$ cat config.mk
export PLATFORM = sky130hd
export DESIGN_NAME = apb_hub
export DESIGN_NICKNAME = d
export VERILOG_FILES = /design/src/rtl/apb_pkg.sv /design/src/rtl/apb_decoder.sv /design/src/rtl/apb_hub.sv
export SDC_FILE = /design/constraint.sdc
export NUM_CORES = 1
export LEC_CHECK = 0
export ABC_AREA = 1
export BUFFER_PORTS_ARGS = -buffer_cell sky130_fd_sc_hd__buf_2
export CAP_MARGIN = 15
export CORE_ASPECT_RATIO = 1.4
export CORE_MARGIN = 3
export CORE_UTILIZATION = 47
export DETAILED_ROUTE_END_ITERATION = 7
export PLACE_DENSITY = 0.84
export SYNTH_ARGS = -nofsm -noshare
export SYNTH_HDL_FRONTEND = slang
export SYNTH_SLANG_ARGS = --single-unit
export TNS_END_PERCENT = 30
$ cat constraint.sdc
create_clock -name pclk -period 1.7 [get_ports pclk]
set_clock_uncertainty 0.1 [all_clocks]
set_input_delay 0.34 -clock pclk [delete_from_list [all_inputs] [get_ports pclk]]
set_output_delay 0.34 -clock pclk [all_outputs]
set_load 0.05 [all_outputs]
$ cat src/rtl/apb_pkg.sv
// Shared constants, FSM state encoding and width helper for the APB hub.
package apb_pkg;

    localparam int unsigned APB_ADDR_W  = 9;
    localparam int unsigned APB_DATA_W  = 8;
    localparam int unsigned APB_NUM_SLV = 2;

    typedef enum logic [1:0] {
        ST_IDLE   = 2'd0,
        ST_SETUP  = 2'd1,
        ST_ACCESS = 2'd2
    } apb_state_e;

    // Bits needed to index n items, never less than one.
    function automatic int unsigned min_width(input int unsigned n);
        return (n > 1) ? $clog2(n) : 1;
    endfunction

endpackage

$ cat src/rtl/apb_decoder.sv
// Combinational completer decode: top address bits -> one-hot select, or decode error.
module apb_decoder
    import apb_pkg::*;
#(
    parameter int unsigned ADDR_W  = APB_ADDR_W,
    parameter int unsigned NUM_SLV = APB_NUM_SLV
) (
    input  logic [ADDR_W-1:0]  addr,
    output logic [NUM_SLV-1:0] sel,
    output logic               dec_err
);

    localparam int unsigned SEL_W = min_width(NUM_SLV);

    logic [SEL_W-1:0] idx;
    logic             unused_low;

    // Only the top SEL_W address bits take part in the decode.
    assign unused_low = ^addr[ADDR_W-SEL_W-1:0];

    // Index compare per completer; an index past the last completer selects nothing.
    always_comb begin
        idx = (NUM_SLV == 1) ? '0 : addr[ADDR_W-1 -: SEL_W];
        sel = '0;
        for (int unsigned i = 0; i < NUM_SLV; i++) begin
            sel[i] = (idx == SEL_W'(i));
        end
        dec_err = ~|sel;
    end

endmodule

$ cat src/rtl/apb_hub.sv
// Command-to-APB bridge: one outstanding transfer, decode to NUM_SLV completers,
// per-transfer wait timeout, single-cycle response pulse.
module apb_hub
    import apb_pkg::*;
#(
    parameter int unsigned ADDR_W  = APB_ADDR_W,
    parameter int unsigned DATA_W  = APB_DATA_W,
    parameter int unsigned NUM_SLV = APB_NUM_SLV,
    parameter int unsigned TIMEOUT = 16
) (
    input  logic                      pclk,
    input  logic                      preset,
    input  logic                      cmd_valid,
    output logic                      cmd_ready,
    input  logic                      cmd_write,
    input  logic [ADDR_W-1:0]         cmd_addr,
    input  logic [DATA_W-1:0]         cmd_wdata,
    output logic                      rsp_valid,
    output logic [DATA_W-1:0]         rsp_rdata,
    output logic                      rsp_err,
    output logic [ADDR_W-1:0]         paddr,
    output logic                      pwrite,
    output logic [DATA_W-1:0]         pwdata,
    output logic [NUM_SLV-1:0]        psel,
    output logic                      penable,
    input  logic [NUM_SLV*DATA_W-1:0] prdata,
    input  logic [NUM_SLV-1:0]        pready,
    input  logic [NUM_SLV-1:0]        pslverr
);

    localparam int unsigned     CNT_W     = min_width(TIMEOUT + 1);
    localparam logic [CNT_W-1:0] CNT_LIMIT = CNT_W'(TIMEOUT);
    localparam logic [CNT_W-1:0] CNT_MAX   = '1;

    apb_state_e           state_q, state_d;
    logic [ADDR_W-1:0]    paddr_q, paddr_d;
    logic                 pwrite_q, pwrite_d;
    logic [DATA_W-1:0]    pwdata_q, pwdata_d;
    logic [NUM_SLV-1:0]   psel_q, psel_d;
    logic                 penable_q, penable_d;
    logic                 rsp_valid_q, rsp_valid_d;
    logic                 rsp_err_q, rsp_err_d;
    logic [DATA_W-1:0]    rsp_rdata_q, rsp_rdata_d;
    logic                 ready_q, ready_d;
    logic [CNT_W-1:0]     cnt_q, cnt_d;

    logic [NUM_SLV-1:0]   dec_sel;
    logic                 dec_err;
    logic                 sel_ready;
    logic                 sel_err;
    logic [DATA_W-1:0]    sel_rdata;

    apb_decoder #(
        .ADDR_W  (ADDR_W),
        .NUM_SLV (NUM_SLV)
    ) u_decoder (
        .addr    (cmd_addr),
        .sel     (dec_sel),
        .dec_err (dec_err)
    );

    // Response mux: only the completer currently selected is observed.
    always_comb begin
        sel_ready = 1'b0;
        sel_err   = 1'b0;
        sel_rdata = '0;
        for (int unsigned i = 0; i < NUM_SLV; i++) begin
            if (psel_q[i]) begin
                sel_ready = sel_ready | pready[i];
                sel_err   = sel_err | pslverr[i];
                sel_rdata = sel_rdata | prdata[i*DATA_W +: DATA_W];
            end
        end
    end

    // Next-state and next-output logic; bus fields hold unless a command is captured.
    always_comb begin
        state_d     = state_q;
        paddr_d     = paddr_q;
        pwrite_d    = pwrite_q;
        pwdata_d    = pwdata_q;
        psel_d      = psel_q;
        penable_d   = penable_q;
        rsp_valid_d = 1'b0;
        rsp_err_d   = 1'b0;
        rsp_rdata_d = '0;
        ready_d     = 1'b0;
        cnt_d       = cnt_q;

        case (state_q)
            ST_IDLE: begin
                psel_d    = '0;
                penable_d = 1'b0;
                cnt_d     = '0;
                ready_d   = 1'b1;
                if (cmd_valid) begin
                    if (dec_err) begin
                        rsp_valid_d = 1'b1;
                        rsp_err_d   = 1'b1;
                    end else begin
                        paddr_d  = cmd_addr;
                        pwrite_d = cmd_write;
                        pwdata_d = cmd_wdata;
                        psel_d   = dec_sel;
                        ready_d  = 1'b0;
                        state_d  = ST_SETUP;
                    end
                end
            end

            ST_SETUP: begin
                penable_d = 1'b1;
                cnt_d     = '0;
                state_d   = ST_ACCESS;
            end

            ST_ACCESS: begin
                if (sel_ready) begin
                    // Completion takes priority over a timeout firing on the same edge.
                    psel_d      = '0;
                    penable_d   = 1'b0;
                    rsp_valid_d = 1'b1;
                    rsp_err_d   = sel_err;
                    rsp_rdata_d = (!pwrite_q && !sel_err) ? sel_rdata : '0;
                    ready_d     = 1'b1;
                    state_d     = ST_IDLE;
                end else if ((TIMEOUT != 0) && (cnt_q == CNT_LIMIT)) begin
                    psel_d      = '0;
                    penable_d   = 1'b0;
                    rsp_valid_d = 1'b1;
                    rsp_err_d   = 1'b1;
                    ready_d     = 1'b1;
                    state_d     = ST_IDLE;
                end else if (cnt_q != CNT_MAX) begin
                    cnt_d = cnt_q + CNT_W'(1);
                end
            end

            default: begin
                psel_d    = '0;
                penable_d = 1'b0;
                ready_d   = 1'b1;
                state_d   = ST_IDLE;
            end
        endcase
    end

    // State and output registers; reset leaves IDLE with the ready flop preset.
    always_ff @(posedge pclk or posedge preset) begin
        if (preset) begin
            state_q     <= ST_IDLE;
            paddr_q     <= '0;
            pwrite_q    <= 1'b0;
            pwdata_q    <= '0;
            psel_q      <= '0;
            penable_q   <= 1'b0;
            rsp_valid_q <= 1'b0;
            rsp_err_q   <= 1'b0;
            rsp_rdata_q <= '0;
            ready_q     <= 1'b1;
            cnt_q       <= '0;
        end else begin
            state_q     <= state_d;
            paddr_q     <= paddr_d;
            pwrite_q    <= pwrite_d;
            pwdata_q    <= pwdata_d;
            psel_q      <= psel_d;
            penable_q   <= penable_d;
            rsp_valid_q <= rsp_valid_d;
            rsp_err_q   <= rsp_err_d;
            rsp_rdata_q <= rsp_rdata_d;
            ready_q     <= ready_d;
            cnt_q       <= cnt_d;
        end
    end

    // The ready flop is masked during reset so it reads 0 there, yet a command
    // can still be taken on the very first edge after reset is released.
    assign cmd_ready = ready_q & ~preset;
    assign rsp_valid = rsp_valid_q;
    assign rsp_err   = rsp_err_q;
    assign rsp_rdata = rsp_rdata_q;
    assign paddr     = paddr_q;
    assign pwrite    = pwrite_q;
    assign pwdata    = pwdata_q;
    assign psel      = psel_q;
    assign penable   = penable_q;

endmodule

==> results of run 1 <==
-- worst min-delay path, stage by stage --
cell and delay [ps]:
buf_2 70, nand2_1 40, nand2_1 40
-- where the power goes --
part	switching, uW	internal (uW)
Clock	313	288
Combinational	1520	476
Sequential	203	1230
-- path summary, 6_finish.rpt --
path	start	endpoint	slack, ps
max	ready_q	cmd_ready	90
min	cmd_addr[1]	paddr[1]	130
min reg2reg	paddr[6]	paddr[6]	380
max reg2reg	cnt_q[0]	cnt_q[1]	110
min in group asynchronous	preset	cnt_q[3]	500
max in group asynchronous	preset	paddr[8]	660
-- Yosys cell counts --
cell / n / share of area, %
a21oi_2: 8 / 4.1
buf_2: 3 / 0.88
buf_4: 1 / 0.44
buf_6: 1 / 0.66
dfrtp_1: 38 / 56
dfstp_2: 1 / 1.5
ha_1: 3 / 2.2
inv_1: 12 / 2.6
inv_2: 3 / 0.66
nand2_1: 103 / 23
nand2_4: 1 / 0.66
nand3_1: 9 / 2.6
nand4_1: 1 / 0.37
nor2_1: 13 / 2.9
nor2_4: 2 / 1.3
o21ai_0: 1 / 0.29
or2_1: 1 / 0.37
-- cells by family after synthesis --
kind of cell	after synthesis	share of synthesized area, %
adders and majority gates	3	2.20
AOI/OAI and AO/OA	9	4.40
and+or+nand+nor	130	30.9
buffers and inverters	20	5.28
DFF	39	57.3
-- placed cells by master, fill, tap and decap left out, types with 2 or more instances in the layout --
cell / n
nand2_1: 102
buf_2: 72
dfrtp_1: 38
inv_1: 12
nor2_1: 12
nand3_1: 8
a21oi_2: 8
buf_4: 6
clkbuf_8: 5
ha_1: 3
inv_2: 2
nand2_4: 2
nor2_4: 2
clkbuf_1: 2
-- metrics by stage --
stage               util [%]  instance area (um^2)  worst slack [ps]  instances
floorplan                  -                  1710              92.4        201
global placement        61.6                  2120              62.6        313
detailed placement      61.6                  2120              29.5        313
CTS                     64.3                  2210              14.4        322
global route            65.2                  2240              6.31        323
finish                  65.2                  2240              87.2        323
-- layer usage --
layer,vias up,part of all wire [%]
met5,-,0
met4,0,2.8
met3,10,5.7
met2,53,53
met1,682,39
li1,770,-
-- sequential cells by signal (all words and copies together), names as in the netlist --
name and cells:
rsp_rdata 8, psel 2, state_q 2, pwdata 8, rsp_err 1, penable 1, ready_q 1, cnt_q 5
rsp_valid 1, paddr 9, pwrite 1
-- layout make-up --
type / count / area [um^2] / area share, %
inverters: 15 / 58.8 / 2.62
well taps: 40 / 50.0 / 2.23
clock buffers: 7 / 76.3 / 3.40
flip-flops and latches: 39 / 977 / 43.5
clock inverters: 1 / 5.00 / 0.223
repair buffers: 79 / 415 / 18.5
multi-input cells: 142 / 662 / 29.5
-- timing repair --
action / 4_1_cts / 5_1_grt
resized for setup: 0 / 7
endpoints found under the hold margin: 10 / 0
setup buffers: 0 / 1
endpoints found under the setup margin: 0 / 7
hold buffers: 1 / 0
==> summary.md, run 1 <==
| Metric | Value |
|---|---|
| GR peak layer | `met2` |
| Syn Std Cell Area | `1710 um^2` |
| Max Clock Freq | `620 MHz` |
| Port bufs | `about 70` |
| Initial antenna violation count | `0` |
| Number of global-route vias before repair | `about 1400` |
| Clock sinks | `39` |
| Fin nets | `326` |
| Grt total ovfl | `0` |
| GRT Total Usage | `around 18%` |
| P&R area growth vs syn | `31.5%` |
| Slew Limit Fails | `0` |
| RSZ-0062 raised after global routing | `true` |
| WP data arrival | `1170 ps` |
| Buffer and inverter count on the worst path | `2` |
| Grt met1 use | `a little over a fifth` |
| Worst Max-Slew Pin Slew | `~350 ps` |
| Die Area | `4400 um^2` |
| DR DRC count | `0` |
| Slew headroom | `76.8%` |
| Core area | `3440 um^2` |
| Seq cells post-synth | `39` |
| Critical Setup Path Class | `reg -> out` |
| Drt first-iter violations | `39` |
| Register area share after synthesis | `57.3%` |
| DRT Wirelength | `3750 um` |
| Final TNS setup | `0 ps` |
| Drt pass-1 iters | `4` |
| RD Place Congestion | `a little over 0.9` |
| Hold_ws | `135 ps` |
| Period utilization | `94.9%` |
| Largest net degree at the start of global routing | `29` |
| Mapped Avg Cell Area | `8.49 um^2` |
| CTS root buffer | `clkbuf_8` |
| CTS tree | `done` |
| Max_cap viols | `0` |
| Unique masters post-synth | `17` |
| ANT nets after route | `0` |
| CP required | `1260 ps` |
| YS warnings | `0` |
| Crit-path max cell delay | `about 520 ps` |
| Number of cells on the critical path | `3` |
| Clk buf depth | `2` |
| Hold Vio Cnt, Final | `0` |
| Site row count | `25` |
| Vias per cell | `4.69` |
| Initial core utilization | `about half` |
| Final HPWL DP | `~2700 um` |
| Post-Synthesis Cells | `201` |
| Worst-Skew Late Latency | `290 ps` |
| GR Layer Usage met2 | `29.9%` |
| Die width | `between 50 and 60 um` |
| Routed len/inst | `11.6 um` |
| Die height | `77.3 um` |
| Critical Path End Type | `primary output` |
| I/O pin count | `73` |
| Worst Path Max Fanout | `1` |
| Min cycle time layout | `1610 ps` |
| Hold WC Path Type | `in -> reg` |
| Fillcell total | `319` |
| Final setup fails | `0` |
| Largest delay share family, worst path | `flip-flops` |
| Clock transition at path regs | `70 ps` |
| Leakage | `0.00133 uW` |
| Num CTS Buffers | `5` |
| Worst Hold Depth | `3` |
| GRT met3 Usage | `3.87%` |
| Global-route wire length before repair | `6240 um` |
| Share of cells above drive strength 1 | `36.0%` |
| Status | `finished, final reports clean` |
| Antenna cells | `0` |
| Reg2reg path depth | `9` |
| Worst vdd ir | `1.23 mV` |
| DR vias | `1515` |
| Cell Chain, Critical Path | `inv_1 -> nor2_1 -> buf_2` |
| H-tree levels | `2` |
| Post-Syn Nets | `245` |
| Pwr Total | `4030 uW` |
| P per Cell Area | `1800 nW/um^2` |
| Critical path startpoint category | `flop` |
| Max stage delay cell, worst path | `dfstp_2` |
No activity file was read; power rests on OpenSTA's default activity.
==> inputs of run 2 (changes only) <==
Settings changed: RECOVER_POWER from default to 25.
==> run 2 against run 1 <==
Compared with the run above: sequential share of layout area grew 0.12 points; power is essentially flat; via count grew 0.13%; register-to-register slack is essentially flat; wire length is essentially flat; sequential power is essentially flat; flip-flop and latch count is the same; core utilization shrank 0.18 points; combinational power is essentially flat; clock-buffer cell count is the same; critical path type unchanged.
==> summary.md, run 2 (synthesized netlist as in run 1, its figures left out) <==
| Metric | Value |
|---|---|
| Slew headroom | `55.4% (-21 points)` |
| Drt pass-1 iters | `4 (unchanged)` |
| I/O pin count | `73 (unchanged)` |
| Initial core utilization | `49.6% (unchanged)` |
| CTS root buffer | `clkbuf_8` |
| Leakage | `0.00132 uW (-0.32%)` |
| DR vias | `1517 (+0.13%)` |
| Antenna cells | `0 (unchanged)` |
| Hold Vio Cnt, Final | `0 (unchanged)` |
| Min cycle time layout | `1610 ps (+0.191 ps)` |
| Final HPWL DP | `2730 um (unchanged)` |
| Final setup fails | `0 (unchanged)` |
| WHS Endpoint | `paddr[1]` |
| Reg2reg path depth | `9 (unchanged)` |
| Commonest non-fill, non-tap cell in the layout | `nand2_1` |
| P&R area growth vs syn | `31.2%` |
| Worst setup path start | `ready_q` |
| Switching power | `2040 uW (about the same)` |
| Worst-Skew Late Latency | `290 ps (about the same)` |
| RSZ-0062 raised after global routing | `true` |
| Comb pwr share | `49.6% (about the same)` |
| Reg2Reg Setup Slack | `110 ps (about the same)` |
| CTS tree | `done` |
| Fillcell total | `321 (+0.63%)` |
| R2r startpoint | `cnt_q[0]` |
| Hold WC Path Type | `in -> reg` |
| Sequential share of power | `35.5% (about the same)` |
| Global-route wire length before repair | `6240 um (unchanged)` |
| Max_cap viols | `0 (unchanged)` |
| Clk pwr share | `14.9% (about the same)` |
| WP data arrival | `1170 ps (about the same)` |
| Status | `finished, final reports clean` |
| Die width | `56.9 um (unchanged)` |
| Slew Limit Fails | `0 (unchanged)` |
| Hold_ws | `135 ps (-0.00100 ps)` |
| Max FFs per register | `9 (unchanged)` |
| Worst vdd ir | `1.23 mV (about the same)` |
| Grt total ovfl | `0 (unchanged)` |
| Die height | `77.3 um (unchanged)` |
| Share of cells above drive strength 1 | `35.7% (-0.35 points)` |
| Clock transition at path regs | `70 ps (about the same)` |
| Period utilization | `94.9% (about the same)` |
| Final TNS setup | `0 ps (unchanged)` |
| R2r endpoint | `cnt_q[1]` |
| Port bufs | `72 (unchanged)` |
| Max Clock Freq | `620 MHz (about the same)` |
| H-tree levels | `2 (unchanged)` |
| Clock sinks | `39 (unchanged)` |
| Critical Setup Path Class | `reg -> out` |
| GRT Total Usage | `18.3% (unchanged)` |
| Initial antenna violation count | `0 (unchanged)` |
| Drt first-iter violations | `39 (unchanged)` |
| Core area | `3440 um^2 (unchanged)` |
| Fin nets | `326 (unchanged)` |
| Num CTS Buffers | `5 (unchanged)` |
| RD Place Congestion | `0.927 (unchanged)` |
| ANT nets after route | `0 (unchanged)` |
| Site row count | `25 (unchanged)` |
| Worst Hold Depth | `3 (unchanged)` |
| Critical path startpoint category | `flop` |
| P per Cell Area | `1800 nW/um^2 (+0.22%)` |
| Critical Path End Type | `primary output` |
| CP required | `1260 ps (about the same)` |
| DR DRC count | `0 (unchanged)` |
| Switching Share | `50.6% (about the same)` |
| Startpoint of the worst hold path | `cmd_addr[1]` |
| Worst Path Max Fanout | `1 (unchanged)` |
| Final core occ | `65.1% (-0.18 points)` |
| Vias per cell | `4.70 (+0.13%)` |
| DRT Wirelength | `3750 um (about the same)` |
| P_int | `1990 uW (about the same)` |
| Largest net degree at the start of global routing | `29 (unchanged)` |
| Number of global-route vias before repair | `1410 (unchanged)` |
| Worst Max-Slew Pin Slew | `669 ps (+322 ps)` |
| Most frequent cells in the layout | `102 x nand2_1, 72 x buf_2, 38 x dfrtp_1` |
| Routed len/inst | `11.6 um (about the same)` |
| Die Area | `4400 um^2 (unchanged)` |
| Clk buf depth | `2 (unchanged)` |
run 2: cell types whose count changed in the layout (fill, tap and decap cells not counted):
cell and change:
buf_4 -2, clkbuf_1 +1, clkbuf_2 +1
run 2: area by class of cell:
type	instances	area (um^2)	share of cell area, %
Clock buffer	7	76.3	3.41
Clock inverter	1	5.00	0.224
Inverter	15	58.8	2.63
Multi-Input combinational cell	142	662	29.6
Sequential cell	39	977	43.7
Tap cell	40	50.0	2.24
Timing Repair Buffer	79	409	18.3
run 2: repair_timing:
| action | CTS | global route |
|---|---|---|
| endpoints found under the hold margin | 10 | 0 |
| gates resized for setup | 0 | 7 |
| hold buffers | 1 | 0 |
| setup buffers | 0 | 1 |
| setup endpoints to repair | 0 | 7 |
run 2: worst max path at each step:
stage / end / slack (ps) / cells past startpoint
finish: cmd_ready / 90 / 3
global route: cnt_q[3] / 6 / 9
CTS: cnt_q[4] / 10 / 9
detailed placement: cnt_q[1] / 30 / 9
global placement: cnt_q[0] / 60 / 9
floorplan: cmd_ready / 90 / 2
run 2: layer usage:
| layer | up-vias | share of wire (%) | track usage, % |
|---|---|---|---|
| met5 | - | 0 | 0 |
| met4 | 0 | 2.8 | 10.4 |
| met3 | 10 | 5.7 | 3.87 |
| met2 | 55 | 53 | 29.9 |
| met1 | 682 | 39 | 21.8 |
| li1 | 770 | - | - |
run 2: worst max-delay path, stage by stage, from the launching register on:
cell and delay, ps:
dfstp_2 520, inv_1 30, nor2_1 70, buf_2 260
run 2: power groups by stage:
stage	Sequential (uW)	Combinational, uW	Clock (uW)
global route	1470	2150	680
finish	1430	2000	601
global placement	1430	1940	0
detailed placement	1430	1970	0
CTS	1420	1970	619
floorplan	2280	653	0
run 2: through the flow:
step / std cells / total power, uW / worst slack, ps / cell area, um^2
after floorplan: 201 / 2930 / 92.4 / 1710
after global placement: 313 / 3370 / 62.6 / 2120
after detailed placement: 313 / 3400 / 29.5 / 2120
after CTS: 322 / 4010 / 14.4 / 2210
after global routing: 323 / 4300 / 6.31 / 2240
final: 323 / 4030 / 87.0 / 2240
